[src/rtl/ttseq_pkg.sv]
// ----------------------------------------------------------------------------
// ttseq_pkg
// Shared definitions for the truth-table sequencer: controller state
// encoding, table geometry, default parameter values and the signature
// fold step.
// Optional feature macro used by the sequencer: TTSEQ_SIGNATURE_EN.
// ----------------------------------------------------------------------------
package ttseq_pkg;

    localparam int ROWS              = 16;
    localparam int ROW_W             = 4;
    localparam int SIG_W             = 16;
    localparam int DEF_NUM_OUT       = 10;
    localparam int DEF_SETTLE_CYCLES = 3;

    typedef enum logic [2:0] {
        ST_IDLE    = 3'd0,
        ST_DRIVE   = 3'd1,
        ST_SETTLE  = 3'd2,
        ST_CAPTURE = 3'd3,
        ST_DONE    = 3'd4
    } state_e;

    // One signature step: rotate left by one, then fold in the captured row.
    function automatic logic [SIG_W-1:0] sig_fold(input logic [SIG_W-1:0] s,
                                                  input logic [SIG_W-1:0] f);
        return {s[SIG_W-2:0], s[SIG_W-1]} ^ f;
    endfunction

endpackage

[src/rtl/ttseq_result_buf.sv]
// ----------------------------------------------------------------------------
// ttseq_result_buf
// 16 x NUM_OUT result storage for the truth-table sequencer, one write port
// and one registered read port. A read and a write to the same entry in the
// same cycle return the old contents.
//
// Ports:
//   clk      in   clock
//   rst_n    in   synchronous active-low reset, clears every entry and rd_data
//   wr_en    in   write strobe
//   wr_addr  in   4-bit write address
//   wr_data  in   NUM_OUT write data
//   rd_addr  in   4-bit read address
//   rd_data  out  NUM_OUT registered read data
// ----------------------------------------------------------------------------
module ttseq_result_buf
    import ttseq_pkg::*;
#(
    parameter int NUM_OUT = DEF_NUM_OUT
) (
    input  logic               clk,
    input  logic               rst_n,
    input  logic               wr_en,
    input  logic [ROW_W-1:0]   wr_addr,
    input  logic [NUM_OUT-1:0] wr_data,
    input  logic [ROW_W-1:0]   rd_addr,
    output logic [NUM_OUT-1:0] rd_data
);

    logic [NUM_OUT-1:0] mem_q [ROWS];
    logic [NUM_OUT-1:0] rd_data_q;

    // Flop-based storage: every entry must clear on reset.
    always_ff @(posedge clk) begin
        if (!rst_n) begin
            for (int i = 0; i < ROWS; i++) begin
                mem_q[i] <= '0;
            end
            rd_data_q <= '0;
        end else begin
            if (wr_en) begin
                mem_q[wr_addr] <= wr_data;
            end
            rd_data_q <= mem_q[rd_addr];
        end
    end

    assign rd_data = rd_data_q;

endmodule

[src/rtl/truth_table_sequencer.sv]
// ----------------------------------------------------------------------------
// truth_table_sequencer
// Sweeps the 16 rows of a 4-input combinational function block: drives each
// row on w/x/y/z, waits SETTLE_CYCLES, captures the NUM_OUT function outputs
// into a result buffer, and pulses done after row 15. An optional 16-bit
// signature of the captured rows is enabled by defining TTSEQ_SIGNATURE_EN.
//
// Ports:
//   clk      in   clock
//   rst_n    in   synchronous active-low reset
//   start    in   begin a sweep (accepted only in IDLE)
//   abort    in   terminate a sweep in progress, no done pulse
//   w,x,y,z  out  stimulus bits, w = row[3], z = row[0]
//   f        in   NUM_OUT function-block outputs
//   busy     out  high in DRIVE, SETTLE, CAPTURE
//   done     out  one-cycle completion pulse
//   row      out  row currently driven
//   rd_addr  in   result-buffer read address
//   rd_data  out  registered result-buffer data
//   sig      out  16-bit signature (only with TTSEQ_SIGNATURE_EN)
// ----------------------------------------------------------------------------
module truth_table_sequencer
    import ttseq_pkg::*;
#(
    parameter int SETTLE_CYCLES = DEF_SETTLE_CYCLES,
    parameter int NUM_OUT       = DEF_NUM_OUT
) (
    input  logic               clk,
    input  logic               rst_n,
    input  logic               start,
    input  logic               abort,
    output logic               w,
    output logic               x,
    output logic               y,
    output logic               z,
    input  logic [NUM_OUT-1:0] f,
    output logic               busy,
    output logic               done,
    output logic [ROW_W-1:0]   row,
    input  logic [ROW_W-1:0]   rd_addr,
`ifdef TTSEQ_SIGNATURE_EN
    output logic [SIG_W-1:0]   sig,
`endif
    output logic [NUM_OUT-1:0] rd_data
);

    localparam logic [ROW_W-1:0] SETTLE_LD = ROW_W'(SETTLE_CYCLES);
    localparam logic [ROW_W-1:0] LAST_ROW  = ROW_W'(ROWS - 1);

    state_e           state_q, state_d;
    logic [ROW_W-1:0] row_q, row_d;
    logic [ROW_W-1:0] cnt_q, cnt_d;
    logic             cap_en;
    logic             busy_w;

    assign busy_w = (state_q == ST_DRIVE) || (state_q == ST_SETTLE) ||
                    (state_q == ST_CAPTURE);

    always_comb begin
        state_d = state_q;
        row_d   = row_q;
        cnt_d   = cnt_q;
        cap_en  = 1'b0;
        unique case (state_q)
            ST_IDLE: begin
                row_d = '0;
                if (start) begin
                    state_d = ST_DRIVE;
                end
            end
            ST_DRIVE: begin
                cnt_d   = SETTLE_LD;
                state_d = (SETTLE_CYCLES == 0) ? ST_CAPTURE : ST_SETTLE;
            end
            ST_SETTLE: begin
                cnt_d = cnt_q - 4'd1;
                // Counter was loaded with SETTLE_CYCLES, so leaving at 1
                // gives exactly SETTLE_CYCLES cycles in this state.
                if (cnt_q <= 4'd1) begin
                    state_d = ST_CAPTURE;
                end
            end
            ST_CAPTURE: begin
                cap_en = 1'b1;
                if (row_q == LAST_ROW) begin
                    state_d = ST_DONE;
                end else begin
                    row_d   = row_q + 4'd1;
                    state_d = ST_DRIVE;
                end
            end
            ST_DONE: begin
                row_d   = '0;
                state_d = ST_IDLE;
            end
            default: begin
                state_d = ST_IDLE;
            end
        endcase

        // Abort overrides every other transition, including a pending capture.
        if (abort && busy_w) begin
            state_d = ST_IDLE;
            row_d   = '0;
            cap_en  = 1'b0;
        end
    end

    always_ff @(posedge clk) begin
        if (!rst_n) begin
            state_q <= ST_IDLE;
            row_q   <= '0;
            cnt_q   <= '0;
        end else begin
            state_q <= state_d;
            row_q   <= row_d;
            cnt_q   <= cnt_d;
        end
    end

    assign busy = busy_w;
    assign done = (state_q == ST_DONE);
    assign row  = row_q;
    assign w    = busy_w & row_q[3];
    assign x    = busy_w & row_q[2];
    assign y    = busy_w & row_q[1];
    assign z    = busy_w & row_q[0];

    ttseq_result_buf #(
        .NUM_OUT (NUM_OUT)
    ) u_buf (
        .clk     (clk),
        .rst_n   (rst_n),
        .wr_en   (cap_en),
        .wr_addr (row_q),
        .wr_data (f),
        .rd_addr (rd_addr),
        .rd_data (rd_data)
    );

`ifdef TTSEQ_SIGNATURE_EN
    logic [SIG_W-1:0] sig_q, sig_d;

    always_comb begin
        sig_d = sig_q;
        if ((state_q == ST_IDLE) && start) begin
            sig_d = '0;
        end else if (cap_en) begin
            sig_d = sig_fold(sig_q, SIG_W'(f));
        end
    end

    always_ff @(posedge clk) begin
        if (!rst_n) begin
            sig_q <= '0;
        end else begin
            sig_q <= sig_d;
        end
    end

    assign sig = sig_q;
`endif

endmodule

[config.mk]
export PLATFORM = sky130hd
export DESIGN_NAME = truth_table_sequencer
export DESIGN_NICKNAME = d
export VERILOG_FILES = /design/src/rtl/ttseq_pkg.sv /design/src/rtl/ttseq_result_buf.sv /design/src/rtl/truth_table_sequencer.sv
export SDC_FILE = /design/constraint.sdc
export NUM_CORES = 1
export LEC_CHECK = 0
export BUFFER_PORTS_ARGS = -buffer_cell sky130_fd_sc_hd__buf_4
export CORE_UTILIZATION = 40
export DETAILED_ROUTE_END_ITERATION = 7
export PLACE_DENSITY_LB_ADDON = 0.08
export SYNTH_ARGS = -nofsm -noshare
export SYNTH_HDL_FRONTEND = slang
export SYNTH_SLANG_ARGS = --single-unit
[constraint.sdc]
create_clock -name clk -period 3.3 [get_ports clk]
set_input_delay 0.33 -clock clk [delete_from_list [all_inputs] [get_ports clk]]
set_output_delay 0.33 -clock clk [all_outputs]
set_load 0.05 [all_outputs]
==> impl_results.md <==
* Status: complete, no violations
* Max Clock Freq at 405.5 MHz
* Syn Inst Count at 633
* Least-Margin Pin Slew at 0.7493 ns
* Drt via density at 5.205
* Vias in the first global route at 4939
* P_sw at 1.167 mW
* Asr flop ratio synth at 0%
* Die W at 148.1 um
* Worst min path class: in2reg
* Synthesis-to-finish area growth at 12.05%
* Max FO, Critical Path at 11
* Post-synth EDFFs at 160
* Worst-skew pair later-pin latency at 0.42 ns
* PortBufs at 37
* Cell taking the most area after synthesis: edfxtp_1
* Synth Warn # at 0
* Post-DP HPWL at approximately 14000 um
* Final hold vios at 0
* Pre-antenna DRT Iters at 4
* Ports at 38
* Hold WS at 0.1040 ns
* Top post-synthesis cells by area: edfxtp_1 56%, and2_1 12%, mux2i_1 7.9%
* GRT Residual Overflow at 0
* Largest net degree at the start of global routing at 35
* # nets final at between 600 and 700
* Clock network power share at 37.7%
* Setup TNS at 0 ns
* Final clock skew at about 0.010 ns
* Final GP Congestion at 0.8510
* Die ar. at ~22000 um^2
* Crit path arrival time at about 2.5 ns
* Slowest cell on crit path: and3b_1
* Crit Path Class: reg2reg
* Mean post-synth cell area at 13.50 um^2
* Syn_nets at 657
* Worst Setup Start Kind: flip-flop
* Maximum clock path buffer count at 2
* Initial Util at 40.77%
* Initial DRC count at 307
* Max cap viols at 0
* Synth Cell Area at 8543 um^2
* RSZ-0062 raised after global routing: no
* Reg area at 5225 um^2
* Fin crit period at 2.466 ns
* Pwr Total at 4.903 mW
* Placed cell count at 923
* Post-route DRC at 0
* Final setup viols at 0
* CTS buffer count at 17
* Ratio of cells with drive above 1 in the final layout at ~17%
* Critical path's top delay family: simple AND/OR/NAND/NOR gates
* Area occupied by multi-input gates at 3024 um^2
* Logic pwr share at 8.7%
* Global-route wire length before repair at between 30000 and 40000 um
* Slew HR at roughly half
* Diode count at 0
* H-tree levels at 4
* Seq/Total Area, Yosys at 61.16%
* Share of the synthesized area in the top cell type at 56.24%
* Finished Layout Cells at 955
* Sw frac at 23.80%
* Yosys reg bits at roughly 180
* Total track usage at roughly a fifth
* Initial antenna violation count at 0
* Leakage power at about 3.6 nW
* Routed Antenna Nets at 0
* CTS tree: done
* Routed WL per cell at 21.92 um
* Peak supply drop at around 0.00035 V
* Resized Gates After CTS at 0
* Reg clk slew, reported paths at 0.06 ns
* CP Buf/Inv Count at 0
* Fill cell count at 1955
* Part of the power in registers at 53.6%
* Top_reg_cell synth: edfxtp_1
* Fin crit share at 74.73%
* Root Buffer Master: clkbuf_16
* Hold buffer count at CTS at 0
* Core Area at approximately 21000 um^2
* Yosys cell types at 41
* Power Density at roughly 500 nW/um^2
* Die Height at roughly 150 um
* Internal Pwr Total at approximately 3.7 mW
* Final Max Tran Viols at 0
* Worst path required time at 3.37 ns
* Clk sinks at approximately 180
* Post-CTS Setup Bufs at 0
* Row cnt at 53
* Vias at 4971
* Worst setup EP type: flip-flop
* Routed WL at about 21000 um
* CP max stage delay at 0.55 ns
* Fin util at 45.68%
* Worst path cell trace: and3b_1, nand3_4, nor3_4, nand2b_1
## sequential cells by signal, indices dropped and copies added, names as in the netlist
name and flops:
u_buf.rd_data 10, u_buf.mem_q 160, row 4, state_q 3, cnt_q 4
## placed cells by master (no fill, tap or decap), types with 14 or more instances in the layout
master / n
a22oi_1: 33
mux2i_1: 67
clkbuf_16: 17
edfxtp_1: 160
nand2b_1: 14
buf_4: 55
nand3_1: 14
dfxtp_1: 21
o21ai_0: 14
nand2_1: 16
and2_1: 165
## stage by stage
stage | cell area [um^2] | setup slack, ns
6_report | 9573 | 0.8340
5_1_grt | 9573 | 0.6161
4_1_cts | 9573 | 0.8226
3_5_place_dp | 9036 | 0.8354
3_3_place_gp | 9036 | 0.9549
2_1_floorplan | 8543 | 0.8186
## cells in the mapped netlist, types with 2 or more instances
| master | count |
|---|---|
| nor2b_1 | 3 |
| nand2_1 | 16 |
| nor2_4 | 11 |
| mux4_2 | 7 |
| edfxtp_1 | 160 |
| nand3_1 | 14 |
| xnor2_1 | 2 |
| buf_4 | 6 |
| buf_6 | 11 |
| nor3_4 | 4 |
| o22ai_1 | 2 |
| a22oi_1 | 33 |
| nor3_1 | 4 |
| buf_2 | 4 |
| clkbuf_1 | 17 |
| nand2b_1 | 14 |
| ha_1 | 6 |
| o21ai_0 | 14 |
| and2_1 | 165 |
| nand3_4 | 4 |
| a21oi_1 | 6 |
| o21ai_1 | 10 |
| xor2_1 | 2 |
| dfxtp_1 | 21 |
| mux2i_1 | 67 |
| nor2_1 | 8 |
| inv_1 | 8 |
## worst register-to-register path: cells and delay by family (launching register included)
| kind | cells | cell delay, ns |
|---|---|---|
| flip-flops | 1 | 0.53 |
| AND/OR/NAND/NOR | 4 | 1.59 |
## layout make-up
class / instances / share of cell area, %
clock inverter: 11 / 0.7973
sequential: 181 / 54.58
timing repair buffer: 55 / 4.313
clock buffer: 21 / 4.810
tap: 275 / 3.594
inverter: 8 / 0.3137
multi-input combinational: 404 / 31.59
## logic make-up (layout without fill, tap and decap cells)
kind of cell,after synthesis,count (layout),share of synthesized area (%)
XOR/XNOR,4,4,0.4102
flip-flops,181,181,61.16
AO/OA/AOI/OAI,69,69,5.199
buffers and inverters,48,95,3.442
AND/OR/NAND/NOR,250,250,19.08
adder cells (fa/ha/maj),6,6,0.8787
multiplexers,75,75,9.827
## path summary, 6_finish.rpt
check	startpoint	end	slack, ns	depth (start not counted)
max	state_q[0]	u_buf.mem_q[2][0]	0.83	4
min	abort	state_q[1]	0.10	2
max reg2reg	state_q[0]	u_buf.mem_q[2][0]	0.83	4
min reg2reg	row[1]	row[1]	0.56	2
## layer usage
layer,global-route usage (%),wire length [um]
met2,32.30,10120
met5,0,0
met1,28.08,9886
met3,2.791,658
met4,5.979,265
## power groups by stage
stage	Combinational (mW)	Sequential [mW]	Clock (mW)
after floorplan	0.231	2.70	0
after global placement	0.428	2.68	0
after detailed placement	0.431	2.68	0
after CTS	0.432	2.63	1.88
after global routing	0.456	2.64	1.97
final	0.428	2.63	1.85
Note: power is estimated with default switching activity, not from simulation.
